### config.mk
export PLATFORM = sky130hd
export DESIGN_NAME = calc_entry_ctrl_flat
export DESIGN_NICKNAME = d
export VERILOG_FILES = /design/src/rtl/calc_entry_ctrl_pkg.sv /design/src/rtl/calc_entry_ctrl_if.sv /design/src/rtl/calc_entry_ctrl_timeout_cnt.sv /design/src/rtl/calc_entry_ctrl.sv /design/src/flat_wrapper.sv
export SDC_FILE = /design/constraint.sdc
export NUM_CORES = 1
export LEC_CHECK = 0
export BUFFER_PORTS_ARGS = -buffer_cell sky130_fd_sc_hd__buf_2
export CORE_ASPECT_RATIO = 0.6
export CORE_MARGIN = 5
export CORE_UTILIZATION = 50
export CTS_BUF_LIST = sky130_fd_sc_hd__clkbuf_8
export DETAILED_ROUTE_END_ITERATION = 7
export PLACE_DENSITY = 0.72
export SLEW_MARGIN = 30
export SYNTH_ARGS = -nofsm -noshare
export SYNTH_HDL_FRONTEND = slang
export SYNTH_SLANG_ARGS = --single-unit
### constraint.sdc
create_clock -name clk -period 1.85 [get_ports clk]
set_input_delay 0.0925 -clock clk [delete_from_list [all_inputs] [get_ports clk]]
set_output_delay 0.0925 -clock clk [all_outputs]
set_load 0.02 [all_outputs]
### src/rtl/calc_entry_ctrl_pkg.sv
// Shared key codes, operator encodings and FSM state encodings (state_dbg).
// No logic; decode helpers only.
// No flow control.
package calc_entry_ctrl_pkg;

  localparam logic [3:0] KEY_ADD = 4'd10;
  localparam logic [3:0] KEY_SUB = 4'd11;
  localparam logic [3:0] KEY_MUL = 4'd12;
  localparam logic [3:0] KEY_DIV = 4'd13;
  localparam logic [3:0] KEY_EQU = 4'd14;
  localparam logic [3:0] KEY_CLR = 4'd15;

  typedef enum logic [1:0] {
    OP_ADD = 2'b00,
    OP_SUB = 2'b01,
    OP_MUL = 2'b10,
    OP_DIV = 2'b11
  } op_t;

  typedef enum logic [3:0] {
    ST_N1_0 = 4'd0,
    ST_N1_1 = 4'd1,
    ST_N1_2 = 4'd2,
    ST_OPR  = 4'd3,
    ST_N2_1 = 4'd4,
    ST_N2_2 = 4'd5,
    ST_WAIT = 4'd6,
    ST_SHOW = 4'd7,
    ST_ERR  = 4'd8
  } state_t;

  function automatic logic is_digit(input logic [3:0] k);
    return k <= 4'd9;
  endfunction

  function automatic logic is_op(input logic [3:0] k);
    return (k >= KEY_ADD) && (k <= KEY_DIV);
  endfunction

  // Operator keys are contiguous starting at KEY_ADD, in op_t order.
  function automatic op_t key_to_op(input logic [3:0] k);
    logic [3:0] t;
    t = k - KEY_ADD;
    return op_t'(t[1:0]);
  endfunction

endpackage

### src/rtl/calc_entry_ctrl_if.sv
// Key decoder / ALU side signals of the calculator entry sequencer.
// master = key source and ALU, slave = entry controller.
// No flow control beyond the calc_start/calc_done handshake.
interface calc_entry_ctrl_if;
  import calc_entry_ctrl_pkg::*;

  logic       key_valid;
  logic [3:0] key_code;
  logic       calc_done;
  logic [3:0] dig_a;
  logic [3:0] dig_b;
  logic [3:0] dig_c;
  logic [3:0] dig_d;
  op_t        op;
  logic       calc_start;
  logic       busy;
  logic       result_valid;
  logic       err;
  logic [3:0] state_dbg;

  modport master (
    output key_valid, key_code, calc_done,
    input  dig_a, dig_b, dig_c, dig_d, op, calc_start, busy, result_valid, err, state_dbg
  );

  modport slave (
    input  key_valid, key_code, calc_done,
    output dig_a, dig_b, dig_c, dig_d, op, calc_start, busy, result_valid, err, state_dbg
  );

endinterface

### src/rtl/calc_entry_ctrl_timeout_cnt.sv
// ALU wait watchdog: counts cycles while en, expired on the last allowed cycle.
// expired is combinational from the count register (same cycle).
// No flow control; clr has priority over en.
module calc_timeout_cnt #(
  parameter int TIMEOUT_CYC = 255,
  parameter int TO_W        = 8
) (
  input  logic clk,
  input  logic rst_n,
  input  logic clr,
  input  logic en,
  output logic expired
);

  // Count value TIMEOUT_CYC-1 is the last waiting cycle; the next edge would
  // make it TIMEOUT_CYC, which is when the wait is declared failed.
  localparam logic [TO_W-1:0] LAST = TO_W'(TIMEOUT_CYC - 1);

  logic [TO_W-1:0] cnt_q;
  logic [TO_W-1:0] cnt_d;

  // Next count: clear while idle, increment while waiting.
  always_comb begin
    cnt_d = cnt_q;
    if (clr) begin
      cnt_d = '0;
    end else if (en) begin
      cnt_d = cnt_q + TO_W'(1);
    end
  end

  // Count register with synchronous reset.
  always_ff @(posedge clk) begin
    if (!rst_n) begin
      cnt_q <= '0;
    end else begin
      cnt_q <= cnt_d;
    end
  end

  assign expired = en && (cnt_q == LAST);

endmodule

### src/rtl/calc_entry_ctrl.sv
// Keypad entry sequencer: two 2-digit BCD operands + operator, ALU launch, clear/error handling.
// Key acted on at its edge, all outputs registered (visible next cycle).
// Keys other than CLR ignored while waiting on the ALU. CALC_AUTO_CLEAR_EN: digit in SHOW/ERR restarts entry.
module calc_entry_ctrl
  import calc_entry_ctrl_pkg::*;
#(
  parameter int TIMEOUT_CYC = 255,
  parameter int TO_W        = 8
) (
  input  logic             clk,
  input  logic             rst_n,
  calc_entry_ctrl_if.slave bus
);

  state_t     state_q, state_d;
  logic [3:0] a_q, a_d, b_q, b_d, c_q, c_d, d_q, d_d;
  op_t        op_q, op_d;
  logic       start_q, start_d;
  logic       busy_q, busy_d;
  logic       rv_q, rv_d;
  logic       err_q, err_d;

  logic [3:0] key;
  logic       key_dig, key_op, key_equ, key_clr;
  logic       to_clr, to_en, to_expired;

  assign key     = bus.key_code;
  assign key_dig = bus.key_valid && is_digit(key);
  assign key_op  = bus.key_valid && is_op(key);
  assign key_equ = bus.key_valid && (key == KEY_EQU);
  assign key_clr = bus.key_valid && (key == KEY_CLR);

  // Counter is held at zero outside WAIT so it starts from 0 on every entry.
  assign to_en  = (state_q == ST_WAIT);
  assign to_clr = !to_en;

  calc_timeout_cnt #(
    .TIMEOUT_CYC (TIMEOUT_CYC),
    .TO_W        (TO_W)
  ) u_timeout (
    .clk     (clk),
    .rst_n   (rst_n),
    .clr     (to_clr),
    .en      (to_en),
    .expired (to_expired)
  );

  // Next state, operand digits, operator and status flags.
  always_comb begin
    state_d = state_q;
    a_d     = a_q;
    b_d     = b_q;
    c_d     = c_q;
    d_d     = d_q;
    op_d    = op_q;

    if (key_clr) begin
      // CLR wins over everything, including a simultaneous calc_done.
      state_d = ST_N1_0;
      a_d     = '0;
      b_d     = '0;
      c_d     = '0;
      d_d     = '0;
      op_d    = OP_ADD;
    end else begin
      case (state_q)
        ST_N1_0: begin
          if (key_dig) begin
            a_d     = '0;
            b_d     = key;
            state_d = ST_N1_1;
          end else if (key_op) begin
            state_d = ST_ERR;
          end
        end
        ST_N1_1: begin
          if (key_dig) begin
            a_d     = b_q;
            b_d     = key;
            state_d = ST_N1_2;
          end else if (key_op) begin
            op_d    = key_to_op(key);
            state_d = ST_OPR;
          end
        end
        ST_N1_2: begin
          if (key_op) begin
            op_d    = key_to_op(key);
            state_d = ST_OPR;
          end
        end
        ST_OPR: begin
          if (key_dig) begin
            c_d     = '0;
            d_d     = key;
            state_d = ST_N2_1;
          end else if (key_op) begin
            op_d = key_to_op(key);
          end
        end
        ST_N2_1, ST_N2_2: begin
          if (key_dig && (state_q == ST_N2_1)) begin
            c_d     = d_q;
            d_d     = key;
            state_d = ST_N2_2;
          end else if (key_equ) begin
            if ((op_q == OP_DIV) && (c_q == 4'd0) && (d_q == 4'd0)) begin
              state_d = ST_ERR;
            end else begin
              state_d = ST_WAIT;
            end
          end
        end
        ST_WAIT: begin
          if (bus.calc_done) begin
            state_d = ST_SHOW;
          end else if (to_expired) begin
            state_d = ST_ERR;
          end
        end
        ST_SHOW, ST_ERR: begin
`ifdef CALC_AUTO_CLEAR_EN
          if (key_dig) begin
            a_d     = '0;
            b_d     = key;
            c_d     = '0;
            d_d     = '0;
            op_d    = OP_ADD;
            state_d = ST_N1_1;
          end
`endif
        end
        default: begin
          state_d = ST_N1_0;
        end
      endcase
    end

    // Flags follow the next state so they are registered alongside it.
    start_d = (state_d == ST_WAIT) && (state_q != ST_WAIT);
    busy_d  = (state_d == ST_WAIT);
    rv_d    = (state_d == ST_SHOW);
    err_d   = (state_d == ST_ERR);
  end

  // State and output registers with synchronous active-low reset.
  always_ff @(posedge clk) begin
    if (!rst_n) begin
      state_q <= ST_N1_0;
      a_q     <= '0;
      b_q     <= '0;
      c_q     <= '0;
      d_q     <= '0;
      op_q    <= OP_ADD;
      start_q <= 1'b0;
      busy_q  <= 1'b0;
      rv_q    <= 1'b0;
      err_q   <= 1'b0;
    end else begin
      state_q <= state_d;
      a_q     <= a_d;
      b_q     <= b_d;
      c_q     <= c_d;
      d_q     <= d_d;
      op_q    <= op_d;
      start_q <= start_d;
      busy_q  <= busy_d;
      rv_q    <= rv_d;
      err_q   <= err_d;
    end
  end

  assign bus.dig_a        = a_q;
  assign bus.dig_b        = b_q;
  assign bus.dig_c        = c_q;
  assign bus.dig_d        = d_q;
  assign bus.op           = op_q;
  assign bus.calc_start   = start_q;
  assign bus.busy         = busy_q;
  assign bus.result_valid = rv_q;
  assign bus.err          = err_q;
  assign bus.state_dbg    = state_q;

endmodule

### src/flat_wrapper.sv
// flat-port wrapper written by rule: the top's interface ports become plain ports
module calc_entry_ctrl_flat import calc_entry_ctrl_pkg::*;
#(
  parameter int TIMEOUT_CYC = 255,
  parameter int TO_W        = 8
)
  (clk, rst_n, bus_key_valid, bus_key_code, bus_calc_done, bus_dig_a, bus_dig_b, bus_dig_c, bus_dig_d, bus_op, bus_calc_start, bus_busy, bus_result_valid, bus_err, bus_state_dbg);
  calc_entry_ctrl_if bus_i ();
  input  logic clk;
  input  logic rst_n;
  input wire logic [$bits(bus_i.key_valid)-1:0] bus_key_valid;
  input wire logic [$bits(bus_i.key_code)-1:0] bus_key_code;
  input wire logic [$bits(bus_i.calc_done)-1:0] bus_calc_done;
  output wire logic [$bits(bus_i.dig_a)-1:0] bus_dig_a;
  output wire logic [$bits(bus_i.dig_b)-1:0] bus_dig_b;
  output wire logic [$bits(bus_i.dig_c)-1:0] bus_dig_c;
  output wire logic [$bits(bus_i.dig_d)-1:0] bus_dig_d;
  output wire logic [$bits(bus_i.op)-1:0] bus_op;
  output wire logic [$bits(bus_i.calc_start)-1:0] bus_calc_start;
  output wire logic [$bits(bus_i.busy)-1:0] bus_busy;
  output wire logic [$bits(bus_i.result_valid)-1:0] bus_result_valid;
  output wire logic [$bits(bus_i.err)-1:0] bus_err;
  output wire logic [$bits(bus_i.state_dbg)-1:0] bus_state_dbg;
  assign bus_i.key_valid = bus_key_valid;
  assign bus_i.key_code = bus_key_code;
  assign bus_i.calc_done = bus_calc_done;
  assign bus_dig_a = bus_i.dig_a;
  assign bus_dig_b = bus_i.dig_b;
  assign bus_dig_c = bus_i.dig_c;
  assign bus_dig_d = bus_i.dig_d;
  assign bus_op = bus_i.op;
  assign bus_calc_start = bus_i.calc_start;
  assign bus_busy = bus_i.busy;
  assign bus_result_valid = bus_i.result_valid;
  assign bus_err = bus_i.err;
  assign bus_state_dbg = bus_i.state_dbg;
  calc_entry_ctrl #(.TIMEOUT_CYC(TIMEOUT_CYC), .TO_W(TO_W)) u_core (.clk(clk), .rst_n(rst_n), .bus(bus_i));
endmodule
## Yosys cells after proc, flatten, opt, wreduce, memory -nomap -nowiden

Index checks and enable logic that the tools add are counted.

- Word-level logic and storage cells: 87
- Bits in registers: 34
- Output and inout port bits: 26

- Order comparisons: 3
- Muxes and demuxes: 23
- Add/sub/neg operators: 2
- Equality and inequality tests: 21
- Bitwise operators: 1
- Reductions and logical operators: 26

Operators by type and width:

| operator | number |
|---|---|
| 4-bit two-way mux | 16 |
| 4-bit one-hot mux with 7 select lines | 1 |
| 4-bit by 3-bit equality test with 1-bit output (second input constant) | 6 |
| 4-bit one-hot mux with 2 select lines | 3 |
| 4-bit equality test (second input constant) | 4 |
| 4-bit logical NOT | 3 |
| 1-bit logical AND | 10 |
| 2-bit OR reduction | 5 |
| 8-bit by 1-bit adder with 8-bit output (second input constant) | 1 |
| 4-bit by 2-bit equality test with 1-bit output (second input constant) | 2 |
| 8-bit equality test (second input constant) | 1 |
| 4-bit less-or-equal comparator (second input constant) | 2 |
| 2-bit by 1-bit inequality test with 1-bit output (second input constant) | 4 |
| 2-bit AND reduction | 3 |
| 3-bit AND reduction | 2 |
| 2-bit nonzero test | 3 |
| 4-bit by 1-bit equality test with 1-bit output (second input constant) | 1 |
| 4-bit >= comparator (second input constant) | 1 |
| 2-bit two-way mux | 2 |
| 4-bit by 3-bit inequality test with 1-bit output (second input constant) | 1 |
| 2-bit one-hot mux with 2 select lines | 1 |
| 2-bit equality test (second input constant) | 1 |
| 2-bit inequality test (second input constant) | 1 |
| 2-bit subtractor (second input constant) | 1 |
| 1-bit NOT | 1 |

## Longest topological paths before layout

Gate-level depths: netlist of the first run.

- Word-level depth: 10
- Depth in mapped cells: 7

## Hierarchy

From an unflattened synthesis of the first run, not the netlist that was laid out.

- Cell total of the unflattened synthesis: 182
- Area, all modules: 1,620.3 µm²

By module, submodules not included:

| module | area each (µm²) | instances | cells an instance | seq. area each (µm²) |
|---|---|---|---|---|
| calc_entry_ctrl | 1,251.2 | 1 | 140 | 520.5 |
| calc_timeout_cnt | 369.1 | 1 | 42 | 160.2 |

## Worst setup path before layout of the first run

No wires, ideal clock.

- Path type: reg2reg
- Start: register u_core.state_q[1] (netlist: u_core.bus.state_dbg[1])
- End: register u_core.start_q (netlist: u_core.bus.calc_start)
- Buffers on the path: 1
- Library setup time: 0.088 ns
- Arrival: 1.613 ns
- Slack: 0.149 ns
- Clock period less this slack: 1.701 ns
- Data required time: 1.762 ns
- Cell stages (with the launch flop): 6
- Cell sequence: dfxtp_1 buf_6 or3_4 a21o_4 or3_1 nor4_2

- Word-level cells in the longest chain between the ends: 8
- Elaborated cells between the ends (all ways): 27
- Those cells by class: eq/ne (10); mux (11); reduce/logical (6)

Ends and longest elaborated chain:

| what | RTL line | source |
|---|---|---|
| start, declared | calc_entry_ctrl.sv:15 | `state_t state_q, state_d;` |
| start signal, assigned | calc_entry_ctrl.sv:160 | `state_q <= state_d;` |
| 4-bit by 3-bit equality test with 1-bit output | calc_entry_ctrl.sv:34, calc_entry_ctrl.sv:66 |  |
| 1-bit logical AND | calc_entry_ctrl_timeout_cnt.sv:41 | `assign expired = en && (cnt_q == LAST);` |
| 4-bit two-way mux | calc_entry_ctrl.sv:117 | `end else if (to_expired) begin` |
| 4-bit two-way mux | calc_entry_ctrl.sv:115 | `if (bus.calc_done) begin` |
| 4-bit one-hot mux with 7 select lines | calc_entry_ctrl.sv:66 | `case (state_q)` |
| 4-bit two-way mux | calc_entry_ctrl.sv:57 | `if (key_clr) begin` |
| 4-bit by 3-bit equality test with 1-bit output | calc_entry_ctrl.sv:140 | `start_d = (state_d == ST_WAIT) && (state_q != ST_WAIT);` |
| 1-bit logical AND * | calc_entry_ctrl.sv:140 |  |
| end signal, assigned | calc_entry_ctrl.sv:166 | `start_q <= start_d;` |
| end, declared | calc_entry_ctrl.sv:18 | `logic start_q, start_d;` |

Every way passes the cells marked *; elsewhere a longest branch is shown, timed or not.
A chain may end at the register's enable or synchronous reset.

## Worst setup path after layout of the first run

- Start: register u_core.state_q[1] (netlist: u_core.bus.state_dbg[1])
- End: register u_core.rv_q (netlist: u_core.bus.result_valid)

- Word-level cells in the longest chain between the ends: 7
- Elaborated cells between the ends (all ways): 25
- Those cells by class: eq/ne (9); mux (11); reduce/logical (5)

Ends and longest elaborated chain:

| what | RTL line | source |
|---|---|---|
| 4-bit by 3-bit equality test with 1-bit output | calc_entry_ctrl.sv:34, calc_entry_ctrl.sv:66 |  |
| 1-bit logical AND | calc_entry_ctrl_timeout_cnt.sv:41 |  |
| 4-bit two-way mux | calc_entry_ctrl.sv:117 |  |
| 4-bit two-way mux | calc_entry_ctrl.sv:115 |  |
| 4-bit one-hot mux with 7 select lines * | calc_entry_ctrl.sv:66 |  |
| 4-bit two-way mux * | calc_entry_ctrl.sv:57 |  |
| 4-bit by 3-bit equality test with 1-bit output * | calc_entry_ctrl.sv:142 | `rv_d = (state_d == ST_SHOW);` |
| end signal, assigned | calc_entry_ctrl.sv:168 | `rv_q <= rv_d;` |
| end, declared | calc_entry_ctrl.sv:20 | `logic rv_q, rv_d;` |

Marked as above.

==> insert_results.sql, run 1 <==
INSERT INTO impl_metrics (metric_group, metric, value, unit) VALUES
('cts', 'cts_max_level', '2', ''),
('placed_design', 'instance_area_at_placement', '1758', 'µm²'),
('synthesis', 'synth_compound_gate_area_share', '15.24', '%'),
('drt', 'drt.antenna.violating_nets', '0', ''),
('synthesis', 'syn-cell-area', '1535', 'µm²'),
('finish', 'layout.filler_cells', '262', ''),
('floorplan', 'die-height', '52.92', 'µm'),
('sta', 'final-hold-violation-count', '0', ''),
('setup_path', 'arrival', '1.92', 'ns'),
('power', 'power.ir.vdd_worst', '0.0004857', 'V'),
('synthesis', 'syn-num-nets', '189', ''),
('cts', 'tritoncts', 'built', ''),
('grt', 'initial_antenna_violation_count', '0', ''),
('grt', 'groute.usage.overall', '19.79', '%'),
('synthesis', 'synth_flop_cell', 'sky130_fd_sc_hd__dfxtp_1', ''),
('grt', 'overflow', '0', ''),
('synthesis', 'synthesized_instance_count', '179', ''),
('synthesis', 'synthArstFlopShare', '0', '%'),
('cts', 'clk_pin_slew', '0.06', 'ns'),
('cts', 'clk_root_buffer_cell', 'sky130_fd_sc_hd__clkbuf_8', ''),
('drt', 'detailroute.via_count', '1425', ''),
('placed_design', 'place.port_buffers', '33', ''),
('run', 'maxCapViolCount', '0', ''),
('finish', 'final_cell_mix', '34 x sky130_fd_sc_hd__dfxtp_1, 33 x sky130_fd_sc_hd__buf_2, 30 x sky130_fd_sc_hd__nand2_1', ''),
('drt', 'route.final.wire_length', '3924', 'µm'),
('synthesis', 'yosys_warns', '0', ''),
('cts', 'cts_max_path_buffers', '2', ''),
('floorplan', 'initial_core_util', '52.77', '%'),
('setup_path', 'cp_cell_sequence', 'or2b_1, or4b_1, o211ai_2, nor2_1, nor3b_2', ''),
('grt', 'grt_pass1_vias', '1353', ''),
('worst_hold_path', 'hp-class', 'in -> reg', ''),
('placed_design', 'globalplace.congestion', '0.8638', ''),
('grt', 'pin_count_of_the_biggest_net_entering_global_routing', '19', ''),
('drt', 'drtIter0Drc', '75', ''),
('sta', 'worst_clock_skew', '0.003920', 'ns'),
('finish', 'mostFrequentLayoutCell', 'sky130_fd_sc_hd__dfxtp_1', ''),
('sta', 'tightestPinTransition', '0.4101', 'ns'),
('synthesis', 'post_synth_xor_area_fraction', '3.993', '%'),
('cts', 'postCtsSetupRepairBufs', '0', ''),
('synthesis', 'largest_family_of_logic_cells_by_synthesized_area', 'simple AND/OR/NAND/NOR gates', ''),
('placed_design', 'dp_hpwl', '3006', 'µm'),
('floorplan', 'count_of_standard_cell_rows', '15', ''),
('sta', 'drv_slew', '0', ''),
('floorplan', 'coreArea', '2909', 'µm²'),
('sta', 'timing.final.setup_violations', '0', ''),
('finish', 'antenna_cells', '0', ''),
('floorplan', 'die_x', '81.54', 'µm'),
('sta', 'max_slew_margin_vs_limit', '72.62', '%'),
('setup_path', 'timing.critical_path.from_type', 'flip-flop', ''),
('finish', 'layout.nets', '228', ''),
('finish', 'post-route-cell-area', '1844', 'µm²'),
('status', 'outcome', 'finished, final reports clean', ''),
('synthesis', 'yosys.cell_types.count', '43', ''),
('synthesis', 'post_synth_mux_area_share', '0.6520', '%'),
('drt', 'routedWlPerCell', '15.09', 'µm'),
('setup_path', 'critPathMaxFanout', '9', ''),
('sta', 'post-route-period-util', '92.58', '%'),
('finish', 'layout_overhead_on_the_synthesized_area', '20.13', '%'),
('synthesis', 'synth-simple-area-share', '30.56', '%'),
('setup_path', 'criticalPathCategory', 'reg -> reg', ''),
('cts', 'tritoncts.num_buffers', '5', ''),
('floorplan', 'ioPinCount', '34', ''),
('synthesis', 'synth_edf_count', '0', ''),
('drt', 'detailedRoute.firstPassIterationCount', '4', ''),
('synthesis', 'yosys.area_share.adder', '1.630', '%'),
('power', 'power_density', '773.0', 'nW/µm²'),
('sta', 'finalSetupTns', '0', 'ns'),
('cts', 'cts_sinks', '34', ''),
('sta', 'rsz0062_at_grt', 'false', ''),
('setup_path', 'cp-end-kind', 'flip-flop', ''),
('synthesis', 'postSynthRegisterBits', '34', '');
## critical path: cells and delay by family, from the launching register on
kind,cells,cell delay [ns]
flops,1,0.50
compound gates,1,0.11
simple gates,4,1.03
## final timing paths
kind                            from                       to  slack [ns]  cells after the start
max reg2reg  u_core.bus.state_dbg[1]  u_core.bus.result_valid        0.14                      5
max          u_core.bus.state_dbg[1]  u_core.bus.result_valid        0.14                      5
min                  bus_key_code[2]      u_core.bus.dig_d[2]        0.11                      3
min reg2reg      u_core.bus.dig_a[1]      u_core.bus.dig_a[1]        0.45                      2
## stage by stage
stage                     power, mW  util [%]  instances  setup WS (ns)
after global placement       0.9468     60.43        253         0.2408
after CTS                     1.433     63.05        260        0.09871
after global routing          1.482     63.40        260        0.05341
final                         1.426     63.40        260         0.1372
after floorplan              0.8964         -        179         0.1492
after detailed placement     0.9543     60.43        253         0.1169
## cell families after synthesis
kind of cell | Yosys count
xor+xnor | 7
simple gates | 90
compound gates | 35
flops | 34
mux | 1
buf+inv | 10
fa+ha+maj | 2
## power breakdown
part	total (mW)	internal (mW)	switching [mW]
Clock	0.484	0.247	0.236
Combinational	0.175	0.0644	0.111
Sequential	0.767	0.747	0.0195
Total	1.43	1.06	0.367
## layout make-up
type | instances | share of cell area (%)
tap | 42 | 2.849
sequential | 34 | 36.91
clock buffer | 5 | 3.731
clock inverter | 2 | 0.4071
timing repair buffer | 40 | 11.80
inverter | 2 | 0.4071
multi-input combinational | 135 | 43.89
## state kept, by name, indices dropped and copies added, names as in the netlist
name,count
u_core.bus.dig_a,4
u_core.u_timeout.cnt_q,8
u_core.bus.op,2
u_core.bus.dig_c,4
u_core.bus.dig_d,4
u_core.bus.result_valid,1
u_core.bus.err,1
u_core.bus.busy,1
u_core.bus.dig_b,4
u_core.bus.calc_start,1
u_core.bus.state_dbg,4
## synth_stat cells (2+ instances only)
library cell	count	area, µm²
sky130_fd_sc_hd__a21oi_1	19	95.09
sky130_fd_sc_hd__a31oi_1	3	18.77
sky130_fd_sc_hd__and2b_1	2	15.01
sky130_fd_sc_hd__and3_1	3	18.77
sky130_fd_sc_hd__buf_2	2	10.01
sky130_fd_sc_hd__buf_6	2	22.52
sky130_fd_sc_hd__clkbuf_1	4	15.01
sky130_fd_sc_hd__dfxtp_1	34	680.7
sky130_fd_sc_hd__ha_1	2	25.02
sky130_fd_sc_hd__inv_1	2	7.510
sky130_fd_sc_hd__nand2_1	30	112.6
sky130_fd_sc_hd__nand3_1	15	75.07
sky130_fd_sc_hd__nand4_1	2	12.51
sky130_fd_sc_hd__nor2_1	18	67.56
sky130_fd_sc_hd__nor3_1	2	10.01
sky130_fd_sc_hd__nor3b_2	2	25.02
sky130_fd_sc_hd__nor4b_1	2	17.52
sky130_fd_sc_hd__o211ai_1	3	22.52
sky130_fd_sc_hd__o21ai_2	2	17.52
sky130_fd_sc_hd__or3_1	2	12.51
sky130_fd_sc_hd__xnor2_1	2	17.52
sky130_fd_sc_hd__xor2_1	5	43.79
## repair_timing
| action | in CTS | in global routing |
|---|---|---|
| gates resized for setup | 0 | 2 |
| setup endpoints to repair | 0 | 10 |
| hold buffers | 0 | 0 |
## routing by layer
layer,global-route usage (%),routed length (µm),share of wire (%)
met1,27.25,1884,48
met2,29.73,1712,44
met3,4.762,286,7.3
met4,7.584,40,1.0
met5,0,0,0
No activity file was read; power rests on OpenSTA's default activity.
==> run 2: changes to the inputs <==
--- a/config.mk
+++ b/config.mk
@@ -6,7 +6,6 @@
 export NUM_CORES = 1
 export LEC_CHECK = 0
 export BUFFER_PORTS_ARGS = -buffer_cell sky130_fd_sc_hd__buf_2
-export CORE_ASPECT_RATIO = 0.6
 export CORE_MARGIN = 5
 export CORE_UTILIZATION = 50
 export CTS_BUF_LIST = sky130_fd_sc_hd__clkbuf_8
==> insert_results.sql, run 2 (same netlist as run 1, synthesis figures left out) <==
INSERT INTO impl_metrics (metric_group, metric, value, unit) VALUES
('status', 'outcome', 'finished, final reports clean', ''),
('cts', 'post_cts_resize_count', '0', ''),
('finish', 'post-route-cell-area', '1852', 'µm²'),
('setup_path', 'criticalPathCategory', 'reg -> reg', ''),
('grt', 'initial_antenna_violation_count', '0', ''),
('cts', 'clock_insertion_delay_worst_skew', '0.29', 'ns'),
('setup_path', 'arrival', '1.90', 'ns'),
('finish', 'mostFrequentLayoutCell', 'sky130_fd_sc_hd__dfxtp_1', ''),
('finish', 'layout_overhead_on_the_synthesized_area', '20.62', '%'),
('cts', 'clk_root_buffer_cell', 'sky130_fd_sc_hd__clkbuf_8', ''),
('worst_hold_path', 'hp-class', 'in -> reg', ''),
('floorplan', 'die-height', '65.41', 'µm'),
('cts', 'cts_hold_repair.buffers', '0', ''),
('cts', 'cts_max_path_buffers', '2', ''),
('sta', 'drv_slew', '0', ''),
('placed_design', 'instance_area_at_placement', '1739', 'µm²'),
('drt', 'drtIter0Drc', '58', ''),
('power', 'power_density', '878.1', 'nW/µm²'),
('drt', 'drt.antenna.violating_nets', '0', ''),
('placed_design', 'dp_hpwl', '2688', 'µm'),
('sta', 'post-route-period-util', '90.81', '%'),
('grt', 'grt_pass1_vias', '1344', ''),
('setup_path', 'timing.critical_path.from_type', 'flip-flop', ''),
('drt', 'remaining_drc_errors', '0', ''),
('sta', 'max_slew_margin_vs_limit', '75.41', '%'),
('run', 'maxCapViolCount', '0', ''),
('drt', 'detailedRoute.firstPassIterationCount', '4', ''),
('grt', 'groute.usage.overall', '17.95', '%'),
('drt', 'post_drt_via_cell_ratio', '5.652', ''),
('sta', 'final-hold-violation-count', '0', ''),
('cts', 'clk_pin_slew', '0.07', 'ns'),
('cts', 'cts_max_level', '2', ''),
('finish', 'max_flop_register', 'u_core.u_timeout.cnt_q', ''),
('power', 'power.ir.vdd_worst', '0.0005709', 'V'),
('placed_design', 'globalplace.congestion', '0.8588', ''),
('finish', 'layout.nets', '227', ''),
('sta', 'timing.final.setup_violations', '0', ''),
('floorplan', 'ioPinCount', '34', ''),
('floorplan', 'initial_core_util', '51.12', '%'),
('finish', 'layout.filler_cells', '276', ''),
('sta', 'rsz0062_at_grt', 'false', ''),
('finish', 'final_cell_mix', '34 x sky130_fd_sc_hd__dfxtp_1, 33 x sky130_fd_sc_hd__buf_2, 30 x sky130_fd_sc_hd__nand2_1', ''),
('drt', 'detailroute.via_count', '1413', ''),
('placed_design', 'place.port_buffers', '33', ''),
('sta', 'post-route-min-period', '1.680', 'ns'),
('cts', 'cts_sinks', '34', ''),
('floorplan', 'coreArea', '3003', 'µm²'),
('cts', 'tritoncts', 'built', ''),
('grt', 'overflow', '0', ''),
('sta', 'worst_clock_skew', '0.005713', 'ns'),
('cts', 'tritoncts.num_buffers', '5', ''),
('sta', 'finalHoldWorstSlack', '0.1013', 'ns'),
('drt', 'routedWlPerCell', '14.22', 'µm'),
('grt', 'pin_count_of_the_biggest_net_entering_global_routing', '19', ''),
('floorplan', 'count_of_standard_cell_rows', '20', ''),
('setup_path', 'critPathMaxFanout', '9', ''),
('grt', 'grt_pass1_wl', '5954', 'µm'),
('sta', 'tightestPinTransition', '0.3683', 'ns'),
('finish', 'antenna_cells', '0', ''),
('finish', 'share_of_final_layout_standard_cells_stronger_than_drive_strength_1', '26.73', '%'),
('setup_path', 'cp-end-kind', 'flip-flop', ''),
('finish', 'postLayoutCoreUtil', '61.67', '%'),
('floorplan', 'die_area', '4278', 'µm²'),
('setup_path', 'timing.critical_path.required', '2.07', 'ns'),
('floorplan', 'die_x', '65.41', 'µm'),
('sta', 'finalSetupTns', '0', 'ns'),
('power', 'leakage', '0.7705', 'nW'),
('cts', 'postCtsSetupRepairBufs', '0', ''),
('finish', 'largest_reg_flops', '8', ''),
('drt', 'route.final.wire_length', '3554', 'µm'),
('sta', 'fmax', '0.5953', 'GHz');
-- run 2: changes by cell type in the layout (fill, tap and decap cells not counted) --
cell	before	now
sky130_fd_sc_hd__clkbuf_8	5	6
sky130_fd_sc_hd__inv_1	4	2
sky130_fd_sc_hd__bufinv_16	0	1
sky130_fd_sc_hd__nor3b_2	3	2
sky130_fd_sc_hd__nor3b_1	0	1
sky130_fd_sc_hd__nor3_1	1	2
sky130_fd_sc_hd__buf_4	7	6
sky130_fd_sc_hd__nor3_2	2	1
-- run 2: layout make-up --
| class | instances | area (µm²) | share of cell area [%] |
|---|---|---|---|
| Timing Repair Buffer | 39 | 210.2 | 11.35 |
| Sequential cell | 34 | 680.7 | 36.76 |
| Inverter | 2 | 7.507 | 0.4054 |
| Multi-Input combinational cell | 135 | 799.5 | 43.18 |
| Clock buffer | 6 | 82.58 | 4.459 |
| Clock inverter | 1 | 30.03 | 1.622 |
| Tap cell | 33 | 41.29 | 2.230 |
-- run 2: power by group --
group | internal, mW | switching, mW | total (mW) | leakage, nW
Combinational | 0.0641 | 0.102 | 0.166 | 0.439
Clock | 0.431 | 0.263 | 0.694 | 0.0573
Sequential | 0.747 | 0.0198 | 0.766 | 0.275
Total | 1.24 | 0.385 | 1.63 | 0.771
-- run 2: worst paths after layout --
kind,slack (ns),cells past startpoint,start,to
hold reg to reg,0.45,2,u_core.bus.dig_a[3],u_core.bus.dig_a[3]
setup / recovery,0.17,5,u_core.bus.state_dbg[1],u_core.bus.result_valid
setup reg to reg,0.17,5,u_core.bus.state_dbg[1],u_core.bus.result_valid
hold / removal,0.10,3,bus_key_code[2],u_core.bus.dig_b[2]
-- run 2: through the flow --
step / worst slack (ns) / power [mW] / instances
after floorplan: 0.1492 / 0.8964 / 179
after global placement: 0.2396 / 0.9442 / 243
final: 0.1701 / 1.626 / 250
after CTS: 0.1754 / 1.634 / 250
after global routing: 0.003937 / 1.685 / 250
after detailed placement: 0.1947 / 0.9474 / 243
-- run 2: per-layer routing --
layer / share of wire, % / track usage (%)
met1: 43 / 19.34
met2: 51 / 31.73
met3: 4.6 / 5.641
met4: 1.9 / 8.290
met5: 0 / 0
-- run 2: critical path, cell delays in order (launching register included) --
cell,delay [ns]
sky130_fd_sc_hd__dfxtp_1,0.49
sky130_fd_sc_hd__or2b_1,0.25
sky130_fd_sc_hd__or4b_1,0.48
sky130_fd_sc_hd__o211ai_2,0.11
sky130_fd_sc_hd__nor2_1,0.09
sky130_fd_sc_hd__nor3b_2,0.18
